$ cat src/rtl/regfile_wr_arbiter.sv
// regfile_wr_arbiter: arbitrates the register file's single write port between
// the pipeline write-back (absolute priority) and a long-latency (LL) unit.
// LL results wait in a DEPTH-entry FIFO and drain on idle WB slots. A busy
// scoreboard tracks outstanding LL destinations for decode hazard detection.
//
// Optional feature macro: RFARB_STARVE_EN (adds starvation counter + pipe_stall).
//
// Ports:
//   clk, n_rst                     clock, async active-low reset
//   wb_wr_en/id/data               pipeline write-back request
//   ll_valid/ll_ready/ll_rd/data   LL result handshake into the FIFO
//   issue_en/issue_rd              LL op issue, marks destination busy
//   rs1_id/rs2_id/rd_id -> hazard  decode hazard check against busy bits
//   rf_wr_en/id/data               register file write port (combinational)
//   fifo_count                     queued LL entries
//   pipe_stall                     starvation stall request (macro only)
module regfile_wr_arbiter #(
  parameter int unsigned XLEN         = 32,
  parameter int unsigned DEPTH        = 4,
  parameter int unsigned STARVE_LIMIT = 8
) (
  input  logic                    clk,
  input  logic                    n_rst,
  input  logic                    wb_wr_en,
  input  logic [4:0]              wb_wr_id,
  input  logic [XLEN-1:0]         wb_wr_data,
  input  logic                    ll_valid,
  output logic                    ll_ready,
  input  logic [4:0]              ll_rd,
  input  logic [XLEN-1:0]         ll_data,
  input  logic                    issue_en,
  input  logic [4:0]              issue_rd,
  input  logic [4:0]              rs1_id,
  input  logic [4:0]              rs2_id,
  input  logic [4:0]              rd_id,
  output logic                    hazard,
  output logic                    rf_wr_en,
  output logic [4:0]              rf_wr_id,
  output logic [XLEN-1:0]         rf_wr_data,
  output logic [$clog2(DEPTH):0]  fifo_count
`ifdef RFARB_STARVE_EN
  ,
  output logic                    pipe_stall
`endif
);

  localparam int unsigned AW = $clog2(DEPTH);
  localparam int unsigned CW = AW + 1;
  localparam int unsigned SW = $clog2(STARVE_LIMIT + 1);

  // Elaboration-time parameter sanity check
  if (DEPTH < 2 || (DEPTH & (DEPTH - 1)) != 0 || STARVE_LIMIT == 0) begin : g_bad_param
    $error("regfile_wr_arbiter: DEPTH must be a power of 2 >= 2, STARVE_LIMIT > 0");
  end

  logic [4:0]      rd_mem_q   [DEPTH];
  logic [4:0]      rd_mem_d   [DEPTH];
  logic [XLEN-1:0] data_mem_q [DEPTH];
  logic [XLEN-1:0] data_mem_d [DEPTH];
  logic [AW-1:0]   wr_ptr_q, wr_ptr_d;
  logic [AW-1:0]   rd_ptr_q, rd_ptr_d;
  logic [CW-1:0]   cnt_q, cnt_d;
  logic [31:0]     busy_q, busy_d;

  logic            wb_act;
  logic            empty;
  logic            push;
  logic            pop;
  logic [4:0]      head_rd;
  logic [XLEN-1:0] head_data;

  assign wb_act    = wb_wr_en & (wb_wr_id != 5'd0);
  assign empty     = (cnt_q == CW'(0));
  assign head_rd   = rd_mem_q[rd_ptr_q];
  assign head_data = data_mem_q[rd_ptr_q];

  // Ready from the registered count only; held low while in reset
  assign ll_ready   = n_rst & (cnt_q < CW'(DEPTH));
  assign push       = ll_valid & ll_ready & (ll_rd != 5'd0);
  assign fifo_count = cnt_q;
  assign hazard     = busy_q[rs1_id] | busy_q[rs2_id] | busy_q[rd_id];

  // Write-port grant: WB first, then FIFO head, else idle with zeroed bus
  always_comb begin
    rf_wr_en   = 1'b0;
    rf_wr_id   = 5'd0;
    rf_wr_data = '0;
    pop        = 1'b0;
    if (n_rst) begin
      if (wb_act) begin
        rf_wr_en   = 1'b1;
        rf_wr_id   = wb_wr_id;
        rf_wr_data = wb_wr_data;
      end else if (!empty) begin
        rf_wr_en   = 1'b1;
        rf_wr_id   = head_rd;
        rf_wr_data = head_data;
        pop        = 1'b1;
      end
    end
  end

  // FIFO and scoreboard next state; issue set is applied after the clear so it wins
  always_comb begin
    rd_mem_d   = rd_mem_q;
    data_mem_d = data_mem_q;
    wr_ptr_d   = wr_ptr_q;
    rd_ptr_d   = rd_ptr_q;
    cnt_d      = CW'(cnt_q + CW'(push) - CW'(pop));
    busy_d     = busy_q;
    if (push) begin
      rd_mem_d[wr_ptr_q]   = ll_rd;
      data_mem_d[wr_ptr_q] = ll_data;
      wr_ptr_d             = AW'(wr_ptr_q + AW'(1));
    end
    if (pop) begin
      rd_ptr_d        = AW'(rd_ptr_q + AW'(1));
      busy_d[head_rd] = 1'b0;
    end
    if (issue_en && issue_rd != 5'd0) begin
      busy_d[issue_rd] = 1'b1;
    end
    busy_d[0] = 1'b0;
  end

  // State registers
  always_ff @(posedge clk or negedge n_rst) begin
    if (!n_rst) begin
      for (int i = 0; i < int'(DEPTH); i++) begin
        rd_mem_q[i]   <= 5'd0;
        data_mem_q[i] <= '0;
      end
      wr_ptr_q <= '0;
      rd_ptr_q <= '0;
      cnt_q    <= '0;
      busy_q   <= '0;
    end else begin
      rd_mem_q   <= rd_mem_d;
      data_mem_q <= data_mem_d;
      wr_ptr_q   <= wr_ptr_d;
      rd_ptr_q   <= rd_ptr_d;
      cnt_q      <= cnt_d;
      busy_q     <= busy_d;
    end
  end

`ifdef RFARB_STARVE_EN
  logic [SW-1:0] starve_q, starve_d;

  // Counts WB-blocked cycles of a waiting head; saturates at the limit
  always_comb begin
    starve_d = starve_q;
    if (pop) begin
      starve_d = SW'(0);
    end else if (!empty && wb_act && starve_q < SW'(STARVE_LIMIT)) begin
      starve_d = SW'(starve_q + SW'(1));
    end
  end

  always_ff @(posedge clk or negedge n_rst) begin
    if (!n_rst) begin
      starve_q <= '0;
    end else begin
      starve_q <= starve_d;
    end
  end

  assign pipe_stall = (starve_q >= SW'(STARVE_LIMIT));
`endif

endmodule

$ cat config.mk
export PLATFORM = sky130hd
export DESIGN_NAME = regfile_wr_arbiter
export DESIGN_NICKNAME = d
export VERILOG_FILES = /design/src/rtl/regfile_wr_arbiter.sv
export SDC_FILE = /design/constraint.sdc
export NUM_CORES = 1
export LEC_CHECK = 0
export CORE_MARGIN = 5
export CORE_UTILIZATION = 46
export CTS_CLUSTER_SIZE = 14
export DETAILED_ROUTE_END_ITERATION = 10
export PLACE_DENSITY = 0.72
export SETUP_SLACK_MARGIN = 0.1
export SLEW_MARGIN = 25
export SYNTH_ARGS = -nofsm -noshare
export SYNTH_HDL_FRONTEND = slang
export SYNTH_SLANG_ARGS = --single-unit
$ cat constraint.sdc
create_clock -name clk -period 2.4 [get_ports clk]
set_input_delay 0.24 -clock clk [delete_from_list [all_inputs] [get_ports clk]]
set_output_delay 0.24 -clock clk [all_outputs]
set_load 0.1 [all_outputs]
==> results.txt <==
Antenna diodes = 0
Syn Nets = 749
Yosys reg bits = 186
1st-iter DRT viols = 458
CP required = 2.73 ns
Final setup viols = 19
clock root buffer = clkbuf_16
peak supply drop = 0.000755 V
RSZ-0062 raised after global routing = true
DR pass1 iterations = 6
Mean Syn Cell Area = 15.4 um2
gpl congestion = 0.874
FMAX = 0.393 GHz
worst setup margin = -0.144 ns
clk buf depth = 2
Primary FF master, synth = dfrtp_1
synthesized instance count = 644
Yosys top cell area share = 46.9%
clock skew = 0.00590 ns
NumNets Final = 994
grt ovf = 0
Leakage = 6.48 nW
GRT Total Usage = 24.3%
via count = 7030
register area share after synthesis = 46.9%
Hold Vio Cnt, Final = 0
Area Growth Syn to Fin = 43.4%
Startpoint Class = flip-flop
Sequential Area = 0.00467 mm2
area of the multi-input gates = 0.00533 mm2
status = finished, violations left
FF-to-FF setup slack = -0.14 ns
initial core utilization = 46.9%
CP Data Arrival Time = 2.87 ns
top cell types by occurrence after synthesis = 186 x dfrtp_1, 120 x mux2_4, 64 x o21ai_0
WL final = 30000 um
Synth area leaders = dfrtp_1 47%, mux2_4 18%, mux4_2 12%
asr flop ratio synth = 100%
worst slew pin tran = 0.727 ns
Mapped Area = 0.00992 mm2
Wirelength per Cell = 25.5 um
Worst slew margin = 51.5%
CTS tree = built
Via density = 5.97
post-route ant nets = 0
WHS = 0.453 ns
number of remaining DRC errors = 0
antenna violations before repair = 2
Die Height = 157 um
post-synth cell types = 46
detailed placement HPWL = 18200 um
Pwr Density = 1310 mW/mm2
failing checks = negative setup slack
layout cells sized above 1 = 52.7%
# IOs = 142
first-pass GRT wire length = 45900 um
H-Tree Level Count = 4
I/O Buffers = 141
Hold Crit Class = primary input to asynchronous set/reset pin
number of global-route vias before repair = 7850
synth warn = 0
Worst Path Max Fanout = 3
Core Area = 0.0212 mm2
die area = 0.0246 mm2
Clk pin slew, worst setup/hold paths = 0.07 ns
Finished Core Util = 67.2%
Clock Latency Late Sink = 0.43 ns
num rows = 53
total clock sinks = 186
Post-synth EDFFs = 0
clock buffer count from CTS = 17
Post-Route Setup TNS = -0.684 ns
max_cap viols = 0
area leader, netlist = dfrtp_1
Filler cells = 1348
Final Total Pwr = 18.7 mW
largest net degree at the start of global routing = 188
Die W = 157 um
Final Critical Period = 2.54 ns
CP endpoint kind = flip-flop
CP Class = flip-flop to flip-flop
Slew Limit Fails = 0
count leader, synth = dfrtp_1
fin crit share = 106%
worst paths after layout:
path                                   to      startpoint  depth (start not counted)
max in group asynchronous     rd_ptr_q[1]           n_rst                          4
min reg2reg                data_mem_q[64]  data_mem_q[64]                          1
min in group clk                busy_q[4]        issue_en                          3
max                         fifo_count[2]   fifo_count[2]                         11
min                            busy_q[19]           n_rst                          3
max reg2reg                 fifo_count[2]   fifo_count[2]                         11
metrics by stage:
step / cells / setup slack, ns / area (um2)
after floorplan: 644 / -0.393 / 9990
after global placement: 1083 / -0.267 / 12400
after detailed placement: 1083 / -0.272 / 12400
after CTS: 1161 / -0.164 / 14000
after global routing: 1177 / -0.249 / 14200
final: 1177 / -0.144 / 14200
where the power goes:
part           internal, mW  leakage [nW]  switching, mW
Sequential             4.68          2.27           1.14
Clock                  1.69         0.289           1.21
Combinational          5.33          3.93           4.62
kinds of logic (layout without fill, tap and decap cells):
group                      count (synthesis)  count (layout)  synth area share, %
xor gates and xnor gates                   6               6                0.530
AOI/OAI and AO/OA                        117             117                 7.82
DFF                                      186             186                 46.9
and+or+nand+nor                           63              66                 4.26
adders and majority gates                  6               6                0.833
muxes                                    220             220                 35.6
buffers and inverters                     46             301                 4.02
critical path, cell delays in order, from the launching register on:
cell	delay, ns
dfrtp_4	0.49
nor3_4	0.19
nor2_2	0.07
and2_4	0.19
buf_6	0.13
buf_12	0.13
buf_6	0.12
xnor2_2	0.12
ha_2	0.21
fa_2	0.39
xor2_2	0.18
xnor2_1	0.22
placed cells by master, fill, tap and decap left out, drive strengths merged, types with 2 or more instances in the layout:
cell type | synthesis | layout
a2111oi | 2 | 2
a21oi | 3 | 3
a22o | 35 | 35
buf | 27 | 164
bufinv | 0 | 3
clkbuf | 10 | 23
clkdlybuf4s50 | 0 | 88
clkinv | 0 | 5
clkinvlp | 0 | 3
dfrtp | 186 | 186
dlygate4sd2 | 0 | 3
dlymetal6s2s | 0 | 2
ha | 5 | 5
inv | 9 | 9
mux2 | 152 | 152
mux2i | 13 | 13
mux4 | 55 | 55
nand2 | 16 | 16
nand3 | 6 | 6
nand3b | 13 | 13
nand4 | 4 | 4
nor2 | 8 | 11
nor2b | 4 | 4
nor3 | 2 | 2
o2111ai | 2 | 2
o211ai | 3 | 3
o21ai | 65 | 65
or3 | 2 | 2
or3b | 2 | 2
or4 | 2 | 2
xnor2 | 4 | 4
xor2 | 2 | 2
what timing repair did:
action,in CTS,in global routing
gates resized for setup,103,40
pin swaps,32,25
hold buffers,0,1
setup buffers,37,17
hold endpoints to repair,0,70
gates cloned,9,0
setup endpoints to repair,38,51
flip-flops by register name, indices dropped and copies added, names as in the netlist:
register,cells
busy_q,31
data_mem_q,128
fifo_count,3
rd_mem_q,20
rd_ptr_q,2
wr_ptr_q,2
routing by layer:
metal / wire (um) / vias to the layer above / share of wire (%) / GRT usage (%)
li1: - / 2980 / - / -
met1: 11900 / 3728 / 40 / 30.7
met2: 15600 / 251 / 52 / 42.0
met3: 1640 / 67 / 5.5 / 4.51
met4: 837 / 4 / 2.8 / 8.47
met5: 33 / - / 0.11 / 0
layout make-up:
class | count | area share (%)
flip-flops and latches | 186 | 32.8
repair buffers | 260 | 22.8
inverters | 9 | 0.238
clock inverters | 11 | 1.02
well taps | 275 | 2.42
clock buffers | 21 | 3.24
multi-input cells | 415 | 37.5
(Power assumes the default switching activity.)
==> RTL change: new RTL, same flow settings <==
Add a define of `RFARB_STARVE_EN`.
--- a/src/rtl/regfile_wr_arbiter.sv
+++ b/src/rtl/regfile_wr_arbiter.sv
@@ -14,6 +14,8 @@
 //   rf_wr_en/id/data               register file write port (combinational)
 //   fifo_count                     queued LL entries
 //   pipe_stall                     starvation stall request (macro only)
+`define RFARB_STARVE_EN
+
 module regfile_wr_arbiter #(
   parameter int unsigned XLEN         = 32,
   parameter int unsigned DEPTH        = 4,
Behaviour (old outputs only; new: pipe_stall): no difference found for any inputs over 4 cycles, from zero or initial values and one cycle with n_rst low; that may be too few to reach the edited logic, so the function may still have changed.
==> RTL change against the unedited design <==
- power decreased by 4.9%
- setup slack gained 0.16 ns
- routed wire length fell by 4.5%
- maximum frequency is 6.6% higher
- area after synthesis shrank 3.4%
- sequential cell count increased by 4
- design area fell by 3.8%
- largest power group unchanged
==> RTL change: results (changes against the unedited design) <==
outcome complete, no violations; crit-path max FO 4 (+1); met2 GRT Util 0.4020 (-0.01783); hpwl dp 18510 um (+1.6%); Final WS setup 0.01271 ns (+0.1564 ns); Seq/Total Area, Yosys 0.4963 (+0.02706); final hold slack 0.3685 ns (-0.08405 ns); Top delay family on crit path multiplexers; initial drt markers 543 (+19%); layout cells sized above 1 0.4978 (-0.02880); R2R cell count 9 (-2); multiplexer share of the synthesized area 0.3135 (-0.04252); pre-CTS WS -0.2431 ns (+0.02849 ns); Post-Synth XOR/XNOR Area 0.007184 (+0.001886); # Post-CTS Setup Buffers 25 (-32%); Resized Gates After CTS 77 (-25%); buffers added on ports 142 (+0.71%); largest net degree at the start of global routing 172 (-8.5%); Hold Buf Count CTS 1 (+1); first-pass GRT wire length 44540 um (-2.9%); reg2reg end busy_q[9]; antenna violations before repair 0 (-2); total track usage 0.2402 (-0.002494); Placed Cells 1109 (+2.4%); drt wl/cell 24.24 um (-4.9%); Vias/cell 5.970 (about the same); Worst Setup SP busy_q[16]
RTL change: cell count changes in the layout (fill, tap and decap cells not counted), sizes merged, moves of 5 or more:
cell and delta:
buf -29, inv +12, mux2 +6, mux4 -5, nor2 +6, nor2b +5
RTL change: where the power goes:
part           total (W)  internal, W  switching, W  leakage, nW
Combinational    0.00902      0.00455       0.00447         3.33
Sequential       0.00585      0.00476       0.00109         2.31
Clock            0.00289      0.00162       0.00127        0.288
Total             0.0178       0.0109       0.00683         5.94
RTL change: worst register-to-register path, stage by stage (launching register included):
cell and delay, ns:
dfrtp_2 0.42, buf_8 0.16, buf_12 0.12, mux4_2 0.55, buf_4 0.17, inv_1 0.07
nand4_1 0.12, buf_4 0.19, o21ai_1 0.19, o21ai_1 0.13
RTL change: cell type report:
class	count	area, um^2
clock buffers	20	456.7
multi-input cells	439	4990
flip-flops and latches	190	4770
well taps	270	337.8
clock inverters	12	148.9
fillers	1422	6693
inverters	15	56.30
repair buffers	236	2913
